[src/rtl/uart_tx.sv]
// uart_tx: byte FIFO plus serialiser for the RS-422 transmit link.
// Each byte goes out as a 12-bit frame: start, 8 data bits LSB first,
// odd parity, then 2 stop bits. Bit timing comes from an external baud
// generator that this block enables with bps_en and that answers with bps_clk.
// Ports:
//   clk, rst_n  system clock, asynchronous active-low reset
//   bps_en      baud generator enable, high for the whole frame
//   bps_clk     one-cycle pulse at the end of each bit period
//   tx_data     byte to queue, written when tx_valid && tx_ready
//   tx_valid    tx_data is valid
//   tx_ready    FIFO has room (count < FIFO_DEPTH)
//   rs422_tx    serial line, idles high
//   busy        frame in flight or bytes queued (combinational)
//   done        one-cycle pulse when a frame's last stop bit ends
module uart_tx #(
  parameter int unsigned FIFO_DEPTH = 4
) (
  input  logic       clk,
  input  logic       rst_n,
  output logic       bps_en,
  input  logic       bps_clk,
  input  logic [7:0] tx_data,
  input  logic       tx_valid,
  output logic       tx_ready,
  output logic       rs422_tx,
  output logic       busy,
  output logic       done
);

  localparam int unsigned PTR_W   = $clog2(FIFO_DEPTH);
  localparam int unsigned CNT_W   = PTR_W + 1;
  localparam int unsigned FRAME_W = 12;
  localparam int unsigned IDX_W   = 4;
  localparam logic [IDX_W-1:0] LAST_IDX = IDX_W'(FRAME_W - 1);

  typedef enum logic {
    IDLE = 1'b0,
    SEND = 1'b1
  } state_t;

  state_t              state_q, state_d;
  logic [7:0]          mem [FIFO_DEPTH];
  logic [PTR_W-1:0]    wr_ptr, rd_ptr;
  logic [CNT_W-1:0]    count;
  logic                push, pop;
  logic [7:0]          head;
  logic [FRAME_W-1:0]  frame;
  // Holds frame bits [11:1]; bit 0 (start) goes straight onto the line.
  logic [FRAME_W-2:0]  shift_q, shift_d;
  logic [IDX_W-1:0]    idx_q, idx_d;
  logic                line_q, line_d;
  logic                bps_en_q, bps_en_d;
  logic                done_q, done_d;

  assign tx_ready = (count < CNT_W'(FIFO_DEPTH));
  assign push     = tx_valid & tx_ready;
  assign pop      = (state_q == IDLE) && (count != '0);
  assign busy     = (state_q == SEND) || (count != '0);
  assign head     = mem[rd_ptr];
  assign frame    = {2'b11, ~^head, head, 1'b0};

  assign rs422_tx = line_q;
  assign bps_en   = bps_en_q;
  assign done     = done_q;

  // FIFO storage, no reset needed: count gates every read.
  always_ff @(posedge clk) begin
    if (push) mem[wr_ptr] <= tx_data;
  end

  // FIFO pointers and occupancy; pointers wrap since depth is a power of 2.
  always_ff @(posedge clk or negedge rst_n) begin
    if (!rst_n) begin
      wr_ptr <= '0;
      rd_ptr <= '0;
      count  <= '0;
    end else begin
      if (push) wr_ptr <= wr_ptr + PTR_W'(1);
      if (pop)  rd_ptr <= rd_ptr + PTR_W'(1);
      case ({push, pop})
        2'b10:   count <= count + CNT_W'(1);
        2'b01:   count <= count - CNT_W'(1);
        default: count <= count;
      endcase
    end
  end

  // FSM state and output registers.
  always_ff @(posedge clk or negedge rst_n) begin
    if (!rst_n) begin
      state_q  <= IDLE;
      shift_q  <= '1;
      idx_q    <= '0;
      line_q   <= 1'b1;
      bps_en_q <= 1'b0;
      done_q   <= 1'b0;
    end else begin
      state_q  <= state_d;
      shift_q  <= shift_d;
      idx_q    <= idx_d;
      line_q   <= line_d;
      bps_en_q <= bps_en_d;
      done_q   <= done_d;
    end
  end

  // Next-state and next-output logic.
  always_comb begin
    state_d  = state_q;
    shift_d  = shift_q;
    idx_d    = idx_q;
    line_d   = line_q;
    bps_en_d = bps_en_q;
    done_d   = 1'b0;
    case (state_q)
      IDLE: begin
        line_d   = 1'b1;
        bps_en_d = 1'b0;
        if (pop) begin
          shift_d  = frame[FRAME_W-1:1];
          line_d   = frame[0];
          bps_en_d = 1'b1;
          idx_d    = '0;
          state_d  = SEND;
        end
      end
      SEND: begin
        if (bps_clk) begin
          if (idx_q != LAST_IDX) begin
            idx_d   = idx_q + IDX_W'(1);
            line_d  = shift_q[0];
            shift_d = {1'b1, shift_q[FRAME_W-2:1]};
          end else begin
            line_d   = 1'b1;
            bps_en_d = 1'b0;
            done_d   = 1'b1;
            state_d  = IDLE;
          end
        end
      end
      default: state_d = IDLE;
    endcase
  end

endmodule
[config.mk]
export PLATFORM = sky130hd
export DESIGN_NAME = uart_tx
export DESIGN_NICKNAME = d
export VERILOG_FILES = /design/src/rtl/uart_tx.sv
export SDC_FILE = /design/constraint.sdc
export NUM_CORES = 1
export LEC_CHECK = 0
export BUFFER_PORTS_ARGS = -buffer_cell sky130_fd_sc_hd__buf_2
export CORE_UTILIZATION = 48
export DETAILED_ROUTE_END_ITERATION = 10
export PLACE_DENSITY = 0.68
export SYNTH_ARGS = -nofsm -noshare
export SYNTH_HDL_FRONTEND = slang
export SYNTH_SLANG_ARGS = --single-unit
[constraint.sdc]
create_clock -name clk -period 2 [get_ports clk]
set_input_delay 0.4 -clock clk [delete_from_list [all_inputs] [get_ports clk]]
set_output_delay 0.4 -clock clk [all_outputs]
set_load 0.01 [all_outputs]
==> impl_summary.txt, run 1 <==
----------------------------------------------------
[Critical path]
  First element of the critical path ... state_q
  Critical path buffers and inverters ... 3
  Critical path launch point type ... register
  Largest stage delay, worst path ... roughly 0.4 ns
  Slack of the worst reg-to-reg path ... 0.14 ns
  Worst path cell trace ... buf_4 > nor4_1 > inv_1 > buf_2
  Count of cell instances traversed by the critical path ... 4
  Kind of cell with the highest combined delay on the critical path ... buffers and inverters
  Cell type of the slowest stage on the worst timing path ... dfrtp_1
  Critical R2R Capture ... shift_q[8]
  Crit path max fanout ... 14
  Data arrival time of the critical path ... 1.48 ns
  Capture point of the critical path ... busy
  Kind of capture point of the worst setup path ... primary output
  Data required time at the worst endpoint ... between 1.5 and 2 ns
  Worst Path Class, Setup ... register to primary output
  Startpoint of the worst register-to-register path ... rd_ptr[0]
  Cells on worst reg2reg path ... 6

[Logic synthesis]
  Mapped Nets ... ~180
  Proportion of netlist area held by the largest area contributor ... between 30% and 40%
  Count of mapped cells out of synthesis ... 160
  Top_reg_cell synth ... edfxtp_1
  Number of distinct standard cells referenced by the synthesized netlist ... 26
  Area leader, netlist ... edfxtp_1
  Warning count from the yosys run ... 0
  Number of enable-type register cells in the synthesized netlist ... 32
  Cell Area, Synth ... around 0.0024 mm2
  Top cells by area, synth ... edfxtp_1, dfrtp_1, dfstp_2
  Commonest cells post-synth ... edfxtp_1, nor2_1, dfrtp_1
  Part of the Yosys area used for sequential elements ... 65.3%
  Proportion of synthesized flip-flops having asynchronous set or reset ... between 40% and 50%
  FF+latch count, synth ... 56
  Avg Cell Area, Syn ... 15.1 um2
  Most frequent cell after synthesis ... edfxtp_1

[Layout]
  # fillers ... around 370
  Area growth from synthesis to layout ... 11.0%
  Fraction of final layout cells sized beyond drive strength 1 ... around a quarter
  Count of nets after finishing ... 202
  Post-route cell area ... around 0.0027 mm2
  ANT cells ... 0

[Floorplanning]
  FP Rows ... 25
  Floorplan core area ... between 0.004 and 0.005 mm2
  Ports ... 17
  Die Span Y ... about 73 um
  DIE AREA ... about 0.0053 mm2
  Floorplan die width ... 72.9 um
  Initial cell density of the core ... about half

[Timing]
  Clk_skew ... between 0.009 and 0.01 ns
  Slew headroom ... 64.0%
  Max Freq ... about 530 MHz
  Final critical-path required period ... 1.88 ns
  Final cycle utilization of the critical path ... 94.0%
  Total of endpoints with negative setup slack in the final report ... 0
  Fin. max-slew vios ... 0
  WHS ... about 0.051 ns
  Actual transition at the worst max-transition pin ... 0.540 ns
  Number of endpoints with negative hold slack in the final report ... 0

[Power]
  Power Internal ... 2.42 mW
  Max VDD drop ... about 0.71 mV
  Power spent charging and discharging nets ... 1.15 mW
  Relative contribution of sequential cells to total power ... about half
  Logic pwr share ... 32.4%
  Sw frac ... between 30% and 40%
  Power per Cell Area ... 1340 mW/mm2
  Static leakage power ... between 1 and 1.5 nW
  Clk pwr share ... 17.9%

[Clock tree]
  TritonCTS buffer count ... 5
  Clock Root Buffer ... clkbuf_8
  Number of buffers on the longest clock path ... 2
  Source-to-sink clock delay at the later pin of the worst-skew pair ... around 0.31 ns
  CTS sink cnt ... between 50 and 60
  TritonCTS clock tree ... yes
  Number of hold buffers added after cts ... 0
  H-tree levels ... 2
  Worst-path clk slew ... 0.11 ns

[Detailed routing]
  Via density per instance ... about 5.0
  Number of nets still failing antenna checks after routing ... 0
  Detailed Route Iter0 Violations ... 71
  Residual DRC ... 0
  Detailed-route via count ... approximately 1200
  Routed wire length ... roughly 3.8 mm
  Average wire per cell in the routed design ... between 10 and 15 um
  Drt pass-1 iters ... 6

[GRT]
  Pin count of the biggest net entering global routing ... 25
  Overall global routing resource usage ... 16.3%
  Global-route wire length before repair ... 6.32 mm
  Vias in the first global route ... 1338
  Number of antenna violations at the first check in global routing ... 0
  Total gr overflow ... 0

[Run status]
  Status ... finished, final reports clean

[Place]
  Weighted congestion at the end of routability-driven global placement ... ~0.8
  Detailed placer's ending HPWL ... 2.66 mm
  Area after DPL ... between 0.002 and 0.003 mm2
  # port buffers ... 16

[Hold path]
  Tightest Hold Check Type ... primary input to async pin

[Flow run]
  Max-cap check violation count ... 0

----------------------------------------------------
## final cells by class
| cell class | instances | area [um2] | area share [%] |
|---|---|---|---|
| inverter | 10 | 37.5 | 1.40 |
| tap | 67 | 83.8 | 3.13 |
| clock buffer | 5 | 68.8 | 2.57 |
| clock inverter | 3 | 26.3 | 0.982 |
| multi-input combinational | 88 | 758 | 28.3 |
| sequential | 56 | 1580 | 58.9 |
| timing repair buffer | 22 | 125 | 4.68 |
## flip-flops by register name, summed over array words and instances, names as in the netlist
signal	cells
mem	32
shift_q	9
idx_q	4
count	3
rd_ptr	2
wr_ptr	2
bps_en	1
done	1
rs422_tx	1
state_q	1
## what timing repair did
| action | CTS | global route |
|---|---|---|
| pin swaps | 0 | 0 |
| buffers inserted | 0 | 2 |
| resized for setup | 1 | 0 |
| setup endpoints to repair | 1 | 1 |
## through the flow
stage	setup slack [ns]	instances	power (mW)	setup TNS, ns	util [%]
final	0.121	251	3.58	0	55.9
after global routing	-0.000127	251	3.81	-0.000127	55.9
after CTS	0.0836	249	3.58	0	55.6
after detailed placement	-0.0640	241	2.94	-0.0640	53.6
after global placement	0.0861	241	2.85	0	53.6
after floorplan	0.120	160	2.68	0	-
## cell usage in the layout, fill, tap and decap left out, drive strengths merged, types with 2 or more instances in the layout
cell	n
a21oi	10
xnor2	10
dfrtp	14
clkbuf	6
inv	11
nand2	6
mux2i	10
ha	6
and2	4
o21ai	3
dfstp	10
nor2b	2
mux4	8
clkinv	2
buf	21
nor3	2
edfxtp	32
nor2	16
xor2	5
## routing by layer
metal	global-route usage [%]	wire [um]	part of all wire (%)	vias to the layer above
li1	-	-	-	614
met5	0	0	0	-
met4	5.66	12	0.32	0
met3	4.14	99	2.6	2
met2	27.8	1930	51	17
met1	20.3	1710	46	616
## worst reg2reg max path, stage by stage (launching register included)
cell	delay, ns
dfrtp_2	0.41
clkbuf_4	0.20
mux4_1	0.59
xnor2_1	0.21
xnor2_1	0.16
xnor2_1	0.09
a21oi_1	0.15
## how the worst min path moves through the flow
stage                     endpoint  slack (ns)  cells after the start
after floorplan             bps_en        0.10                      0
after global placement    idx_q[2]        0.40                      1
after detailed placement      done        0.42                      1
after CTS                 idx_q[1]        0.06                      1
after global routing      idx_q[1]        0.09                      1
final                     idx_q[2]        0.05                      1
## kinds of logic (layout without fill, tap and decap cells)
family	Yosys count	in the layout	share of synthesized area [%]
multiplexers	18	18	12.6
flip-flops	56	56	65.3
XOR/XNOR	15	15	5.45
AND/OR/NAND/NOR	34	34	6.54
AO/OA/AOI/OAI	14	14	2.96
buffers and inverters	16	40	3.22
adder cells (fa/ha/maj)	7	7	3.95
## power by group through the flow
stage / Clock [mW] / Combinational, mW / Sequential (mW)
after global placement: 0 / 1.04 / 1.81
after floorplan: 0 / 0.943 / 1.73
final: 0.640 / 1.16 / 1.78
after global routing: 0.692 / 1.30 / 1.81
after detailed placement: 0 / 1.11 / 1.83
after CTS: 0.650 / 1.12 / 1.81
No activity file was read; power rests on OpenSTA's default activity.
==> run 2: changes to the inputs <==
ABC_AREA = 1   (was default)
CELL_PAD_IN_SITES_DETAIL_PLACEMENT = 2   (was default)
CELL_PAD_IN_SITES_GLOBAL_PLACEMENT = 2   (was default)
CORE_UTILIZATION = 35   (was 48)
PLACE_DENSITY = default   (was 0.68)
PLACE_DENSITY_LB_ADDON = 0.1   (was default)
==> impl_summary.txt, run 2 <==
----------------------------------------------------
[Run status]
  Status ... finished, final reports clean

[Timing]
  Final sum of negative setup slack ... 0 ns (unchanged)
  Clk_skew ... 0.0124 ns (+0.00304 ns)
  Fin. max-slew vios ... 0 (unchanged)
  Number of endpoints with negative hold slack in the final report ... 0 (unchanged)
  Final cycle utilization of the critical path ... 91.5% (-2.4 points)
  Actual transition at the worst max-transition pin ... 0.552 ns (+0.0126 ns)
  Max Freq ... 546 MHz (+2.7%)
  Slew headroom ... 63.2% (-0.84 points)
  WHS ... 0.0648 ns (+0.0142 ns)
  Setup repair after global routing missed its margin ... no
  Total of endpoints with negative setup slack in the final report ... 0 (unchanged)
  Final critical-path required period ... 1.83 ns (-0.0488 ns)

[GRT]
  Total gr overflow ... 0 (unchanged)
  Met3 Resource Use GR ... 2.99% (-1.2 points)
  Number of antenna violations at the first check in global routing ... 0 (unchanged)
  Most utilized layer in the global route result ... met2
  Vias in the first global route ... 2243 (+68%)
  Pin count of the biggest net entering global routing ... 25 (unchanged)
  Overall global routing resource usage ... 16.7% (+0.33 points)
  Global-route wire length before repair ... 11.0 mm (+74%)
  Global Route met1 Usage ... 21.0% (+0.63 points)
  Met2 routing resource usage after global routing ... 29.9% (+2.1 points)

[Clock tree]
  CTS sink cnt ... 56 (unchanged)
  Number of buffers on the longest clock path ... 2 (unchanged)
  Worst-path clk slew ... 0.11 ns (about the same)
  Clock Root Buffer ... clkbuf_8
  Resized cells post-CTS ... 0 (-1)
  Source-to-sink clock delay at the later pin of the worst-skew pair ... 0.31 ns (about the same)
  H-tree levels ... 2 (unchanged)
  Number of setup buffers added after CTS ... 0 (unchanged)
  TritonCTS clock tree ... yes
  Number of hold buffers added after cts ... 0 (unchanged)
  TritonCTS buffer count ... 5 (unchanged)

[Critical path]
  Data required time at the worst endpoint ... 2.19 ns (+0.59 ns)
  Critical path launch point type ... register
  Largest stage delay, worst path ... 0.38 ns (about the same)
  Cells on worst reg2reg path ... 8 (+2)
  Cell with the most instances on the worst path ... inv_1
  Worst Path Class, Setup ... register to register
  Worst path cell trace ... inv_1 > a31oi_4 > ha_1 > inv_1 > fa_1 > a21oi_1 > o21ai_0 > xor2_1
  Critical R2R Capture ... count[2]
  Kind of capture point of the worst setup path ... register
  Slack of the worst reg-to-reg path ... 0.17 ns (+0.03 ns)
  Startpoint of the worst register-to-register path ... count[0]
  Cell type of the slowest stage on the worst timing path ... fa_1
  Data arrival time of the critical path ... 2.02 ns (+0.54 ns)
  Crit path max fanout ... 3 (-11)

[Layout]
  Fraction of final layout cells sized beyond drive strength 1 ... 26.6% (+3.2 points)
  ANT cells ... 0 (unchanged)
  Max FFs per register ... 32 (unchanged)
  Post-route cell area ... 0.00313 mm2 (+17%)
  Biggest registers after layout ... mem (32), shift_q (9), idx_q (4)
  Largest Register ... mem
  Most common library cell in the layout ignoring fill and taps ... nand2_1
  Count of nets after finishing ... 345 (+71%)
  Final standard cell utilization of the core ... 40.3% (-16 points)
  Commonest non-fill, non-tap cells in the layout ... nand2_1, edfxtp_1, nand2_2, nor2_1, inv_1
  Area growth from synthesis to layout ... 10.3%

[Logic synthesis]
  Number of distinct standard cells referenced by the synthesized netlist ... 28 (+7.7%)
  Top_reg_cell synth ... edfxtp_1
  Mapped Nets ... 319 (+78%)
  Proportion of netlist area held by the largest area contributor ... 33.9% (-6.0 points)
  Number of enable-type register cells in the synthesized netlist ... 32 (unchanged)
  FF+latch count, synth ... 56 (unchanged)
  Part of the Yosys area used for sequential elements ... 55.5% (-9.8 points)
  Proportion of synthesized flip-flops having asynchronous set or reset ... 42.9% (unchanged)
  Cell Area, Synth ... 0.00284 mm2 (+18%)
  Count of mapped cells out of synthesis ... 300 (+88%)
  Avg Cell Area, Syn ... 9.46 um2 (-37%)
  Most frequent cell after synthesis ... nand2_1
  Commonest cells post-synth ... nand2_1, edfxtp_1, nand2_2
  Warning count from the yosys run ... 0 (unchanged)
  Top cells by area, synth ... edfxtp_1, dfrtp_1, nand2_1
  Area leader, netlist ... edfxtp_1

[Place]
  Detailed placer's ending HPWL ... 4.79 mm (+80%)
  Weighted congestion at the end of routability-driven global placement ... 0.686 (-14%)
  Area after DPL ... 0.00304 mm2 (+19%)
  # port buffers ... 16 (unchanged)

[Floorplanning]
  Floorplan die width ... 92.0 um (+26%)
  Ports ... 17 (unchanged)
  Floorplan core area ... 0.00777 mm2 (+62%)
  Initial cell density of the core ... 36.5% (-14 points)
  FP Rows ... 32 (+28%)
  DIE AREA ... 0.00847 mm2 (+60%)
  Die Span Y ... 92.0 um (+26%)

[Power]
  Static leakage power ... 1.38 nW (+28%)
  Power per Cell Area ... 1440 mW/mm2 (+7.8%)
  Max VDD drop ... 0.439 mV (-38%)

[Detailed routing]
  Routed wire length ... 6.38 mm (+70%)
  Detailed Route Iter0 Violations ... 40 (-44%)
  Via density per instance ... 4.74 (-4.8%)
  Number of nets still failing antenna checks after routing ... 0 (unchanged)
  Detailed-route via count ... 2032 (+63%)
  Drt pass-1 iters ... 4 (-2)
  Average wire per cell in the routed design ... 14.9 um (-0.70%)
  Residual DRC ... 0 (unchanged)

[Flow run]
  Max-cap check violation count ... 0 (unchanged)

[Hold path]
  Tightest Hold Check Type ... primary input to async pin

----------------------------------------------------
-- run 2: cell types whose count changed after synthesis, sizes merged, moves of 6 or more --
cell | previous run | this run
nand3 | 0 | 20
inv | 10 | 31
mux2i | 10 | 0
xnor2 | 10 | 1
nor2 | 16 | 25
nand2 | 6 | 118
buf | 1 | 7
mux4 | 8 | 0
a21oi | 10 | 19
-- run 2: final cells by class --
type | instances | area [um2]
Tap cell | 102 | 128
Fill cell | 896 | 4640
Inverter | 31 | 116
Clock inverter | 3 | 17.5
Multi-Input combinational cell | 205 | 1060
Clock buffer | 5 | 68.8
Timing Repair Buffer | 27 | 163
Sequential cell | 56 | 1570
-- run 2: worst max-delay path by stage --
stage	startpoint	endpoint	slack [ns]	depth (start not counted)
6_report	count[0]	count[2]	0.17	8
5_1_grt	count[0]	count[2]	0.04	8
4_1_cts	count[0]	count[2]	0.15	8
3_5_place_dp	count[0]	count[2]	0.17	8
3_3_place_gp	idx_q[0]	shift_q[8]	0.26	11
2_1_floorplan	state_q	count[2]	0.12	8
-- run 2: kinds of logic after synthesis --
kind of cell / after synthesis / synth area share, %
AO/OA/AOI/OAI: 27 / 5.64
XOR/XNOR: 5 / 1.54
adder cells (fa/ha/maj): 7 / 3.35
buffers and inverters: 39 / 7.10
flip-flops: 56 / 55.5
AND/OR/NAND/NOR: 166 / 26.9
-- run 2: critical path, delay by kind of cell, from the launching register on --
| family | cells | cell delay (ns) |
|---|---|---|
| AOI/OAI and AO/OA | 3 | 0.46 |
| xor gates and xnor gates | 1 | 0.15 |
| adders and majority gates | 2 | 0.55 |
| buffers and inverters | 2 | 0.18 |
| DFF | 1 | 0.37 |
-- run 2: stage by stage --
stage	total power [mW]	cells	setup slack [ns]
2_1_floorplan	3.44	300	0.120
3_3_place_gp	3.86	421	0.257
3_5_place_dp	3.97	421	0.168
4_1_cts	4.61	429	0.153
5_1_grt	4.93	429	0.0447
6_report	4.51	429	0.170
-- run 2: layer usage --
metal | share of wire, % | wire, um
met5 | 0 | 0
met2 | 51 | 3270
met3 | 1.7 | 109
met4 | 0.82 | 52
met1 | 46 | 2940
-- run 2: power by group --
group | internal [mW] | leakage (nW) | total [mW] | switching (mW)
logic | 0.725 | 0.784 | 2.13 | 1.41
clock network | 0.245 | 0.0421 | 0.614 | 0.369
registers | 1.58 | 0.558 | 1.76 | 0.181
total | 2.55 | 1.38 | 4.51 | 1.96
==> run 3: changes to the inputs <==
clock period = 1.8 ns   (was 2 ns; I/O delays follow)
==> impl_summary.txt, run 3 (synthesis results as in run 2) <==
----------------------------------------------------
[Critical path]
  First element of the critical path ... count[0]
  Largest stage delay, worst path ... 0.39 ns (about the same)
  Crit path max fanout ... 3 (unchanged)
  Cells on worst reg2reg path ... 8 (unchanged)
  Data arrival time of the critical path ... 2.00 ns (-0.02 ns)
  Kind of capture point of the worst setup path ... register
  Worst Path Class, Setup ... register to register
  Critical path launch point type ... register
  Cell type of the slowest stage on the worst timing path ... dfrtp_1
  Slack of the worst reg-to-reg path ... -0.003 ns (-0.17 ns)
  Data required time at the worst endpoint ... 1.99 ns (-0.20 ns)
  Worst path cell trace ... inv_2 > a31oi_4 > ha_2 > inv_2 > fa_2 > a21oi_2 > o21ai_1 > xor2_1
  Cell with the most instances on the worst path ... inv_2
  Capture point of the critical path ... count[2]
  Critical R2R Capture ... count[2]
  Startpoint of the worst register-to-register path ... count[0]

[Floorplanning]
  Ports ... 17 (unchanged)
  Floorplan die width ... 92.0 um (unchanged)
  Die Span Y ... 92.0 um (unchanged)
  Floorplan core area ... 0.00777 mm2 (unchanged)
  Initial cell density of the core ... 36.5% (unchanged)
  FP Rows ... 32 (unchanged)
  DIE AREA ... 0.00847 mm2 (unchanged)

[Clock tree]
  Number of buffers on the longest clock path ... 2 (unchanged)
  Clock Root Buffer ... clkbuf_8
  Number of hold buffers added after cts ... 0 (unchanged)
  CTS sink cnt ... 56 (unchanged)
  Worst-path clk slew ... 0.11 ns (about the same)
  TritonCTS buffer count ... 5 (unchanged)
  Source-to-sink clock delay at the later pin of the worst-skew pair ... 0.31 ns (about the same)
  H-tree levels ... 2 (unchanged)
  TritonCTS clock tree ... yes

[Layout]
  Commonest non-fill, non-tap cells in the layout ... nand2_1, edfxtp_1, nand2_2, nor2_1
  Biggest registers after layout ... mem (32), shift_q (9), idx_q (4)
  Area growth from synthesis to layout ... 15.1%
  # fillers ... 856 (-4.5%)
  Largest Register ... mem
  Count of nets after finishing ... 354 (+2.6%)
  Most common library cell in the layout ignoring fill and taps ... nand2_1
  Fraction of final layout cells sized beyond drive strength 1 ... 31.3% (+4.6 points)
  ANT cells ... 0 (unchanged)
  Max FFs per register ... 32 (unchanged)
  Final standard cell utilization of the core ... 42.1% (+1.8 points)

[Power]
  Static leakage power ... 1.45 nW (+4.6%)
  Max VDD drop ... 0.491 mV (+12%)
  Overall Power ... 5.38 mW (+19%)
  Power per Cell Area ... 1650 mW/mm2 (+14%)

[Detailed routing]
  Uppermost signal routing layer after detailed routing ... met4
  Average wire per cell in the routed design ... 15.1 um (+1.5%)
  Drt pass-1 iters ... 4 (unchanged)
  Detailed-route via count ... 2048 (+0.79%)
  Met2 routed wirelength ... 3.42 mm (+4.6%)
  Routed wire length ... 6.61 mm (+3.6%)
  Via density per instance ... 4.68 (-1.3%)
  Wl on met1 ... 3.05 mm (+3.5%)
  Number of nets still failing antenna checks after routing ... 0 (unchanged)
  Residual DRC ... 0 (unchanged)
  Detailed Route Iter0 Violations ... 39 (-2.5%)
  Detailed route wirelength on metal3 ... 86 um (-21%)

[GRT]
  Overall global routing resource usage ... 17.1% (+0.48 points)
  Pin count of the biggest net entering global routing ... 25 (unchanged)
  Global-route wire length before repair ... 11.3 mm (+2.2%)
  Total gr overflow ... 0 (unchanged)
  Number of antenna violations at the first check in global routing ... 0 (unchanged)
  Vias in the first global route ... 2248 (+0.22%)

[Timing]
  Fin. max-slew vios ... 0 (unchanged)
  Final critical-path required period ... 1.80 ns (-0.0270 ns)
  Slew headroom ... 62.2% (-0.95 points)
  Number of endpoints with negative hold slack in the final report ... 0 (unchanged)
  Max Freq ... 555 MHz (+1.5%)
  Final cycle utilization of the critical path ... 100% (+8.7 points)
  Clk_skew ... 0.00612 ns (-0.00628 ns)
  Actual transition at the worst max-transition pin ... 0.566 ns (+0.0143 ns)
  Post-route setup slack ... -0.00337 ns (-0.173 ns)
  Total of endpoints with negative setup slack in the final report ... 1 (+1)

[Hold path]
  Tightest Hold Check Type ... primary input to async pin

[Run status]
  Violations in the final reports ... setup timing
  Status ... finished, violations left

[Place]
  # port buffers ... 16 (unchanged)
  Detailed placer's ending HPWL ... 4.76 mm (-0.77%)
  Worst slack at placement ... 0.0141 ns (-0.154 ns)
  Weighted congestion at the end of routability-driven global placement ... 0.738 (+7.6%)

[Flow run]
  Max-cap check violation count ... 0 (unchanged)

----------------------------------------------------
## run 3: repair_timing
action	4_1_cts	5_1_grt
setup buffers	1	9
pin swaps	0	3
endpoints found under the setup margin	3	4
gates resized for setup	2	13
## run 3: metal layers
metal / GRT usage (%) / up-vias
li1: - / 1028
met3: 2.49 / 5
met2: 30.2 / 13
met5: 0 / -
met1: 22.3 / 1002
met4: 3.52 / 0
## run 3: worst max-delay path: cells and delay by family, from the launching register on
kind / cells / cell delay, ns
buffers and inverters: 2 / 0.13
adder cells (fa/ha/maj): 2 / 0.59
AO/OA/AOI/OAI: 3 / 0.43
XOR/XNOR: 1 / 0.16
flip-flops: 1 / 0.39
## run 3: final cells by class
type / count / area (um2) / area share [%]
multi-input cells: 205 / 1070 / 32.9
repair buffers: 36 / 250 / 7.66
clock inverters: 3 / 47.5 / 1.46
inverters: 31 / 124 / 3.79
clock buffers: 5 / 68.8 / 2.11
well taps: 102 / 128 / 3.91
flip-flops and latches: 56 / 1580 / 48.2
## run 3: worst min-delay path by stage
stage               cells past startpoint  slack (ns)  start        to
global route                            1        0.05  rst_n  idx_q[0]
finish                                  1        0.03  rst_n  idx_q[0]
global placement                        1        0.39  rst_n  idx_q[0]
CTS                                     1        0.04  rst_n  idx_q[0]
detailed placement                      1        0.39  rst_n  idx_q[0]
floorplan                               0        0.06  rst_n    bps_en
## run 3: per-stage QoR
stage	cells	hold WS [ns]	area, um2	setup TNS [ns]
floorplan	300	0.0644	2840	-0.0204
global placement	420	0.391	3040	0
detailed placement	420	0.395	3040	0
CTS	429	0.0402	3170	0
global route	438	0.0547	3270	-0.117
finish	438	0.0286	3270	-0.00337
## run 3: power by group
part	internal, mW	switching, mW	total [mW]
Clock	0.420	0.436	0.856
Sequential	1.76	0.196	1.95
Combinational	0.960	1.61	2.57
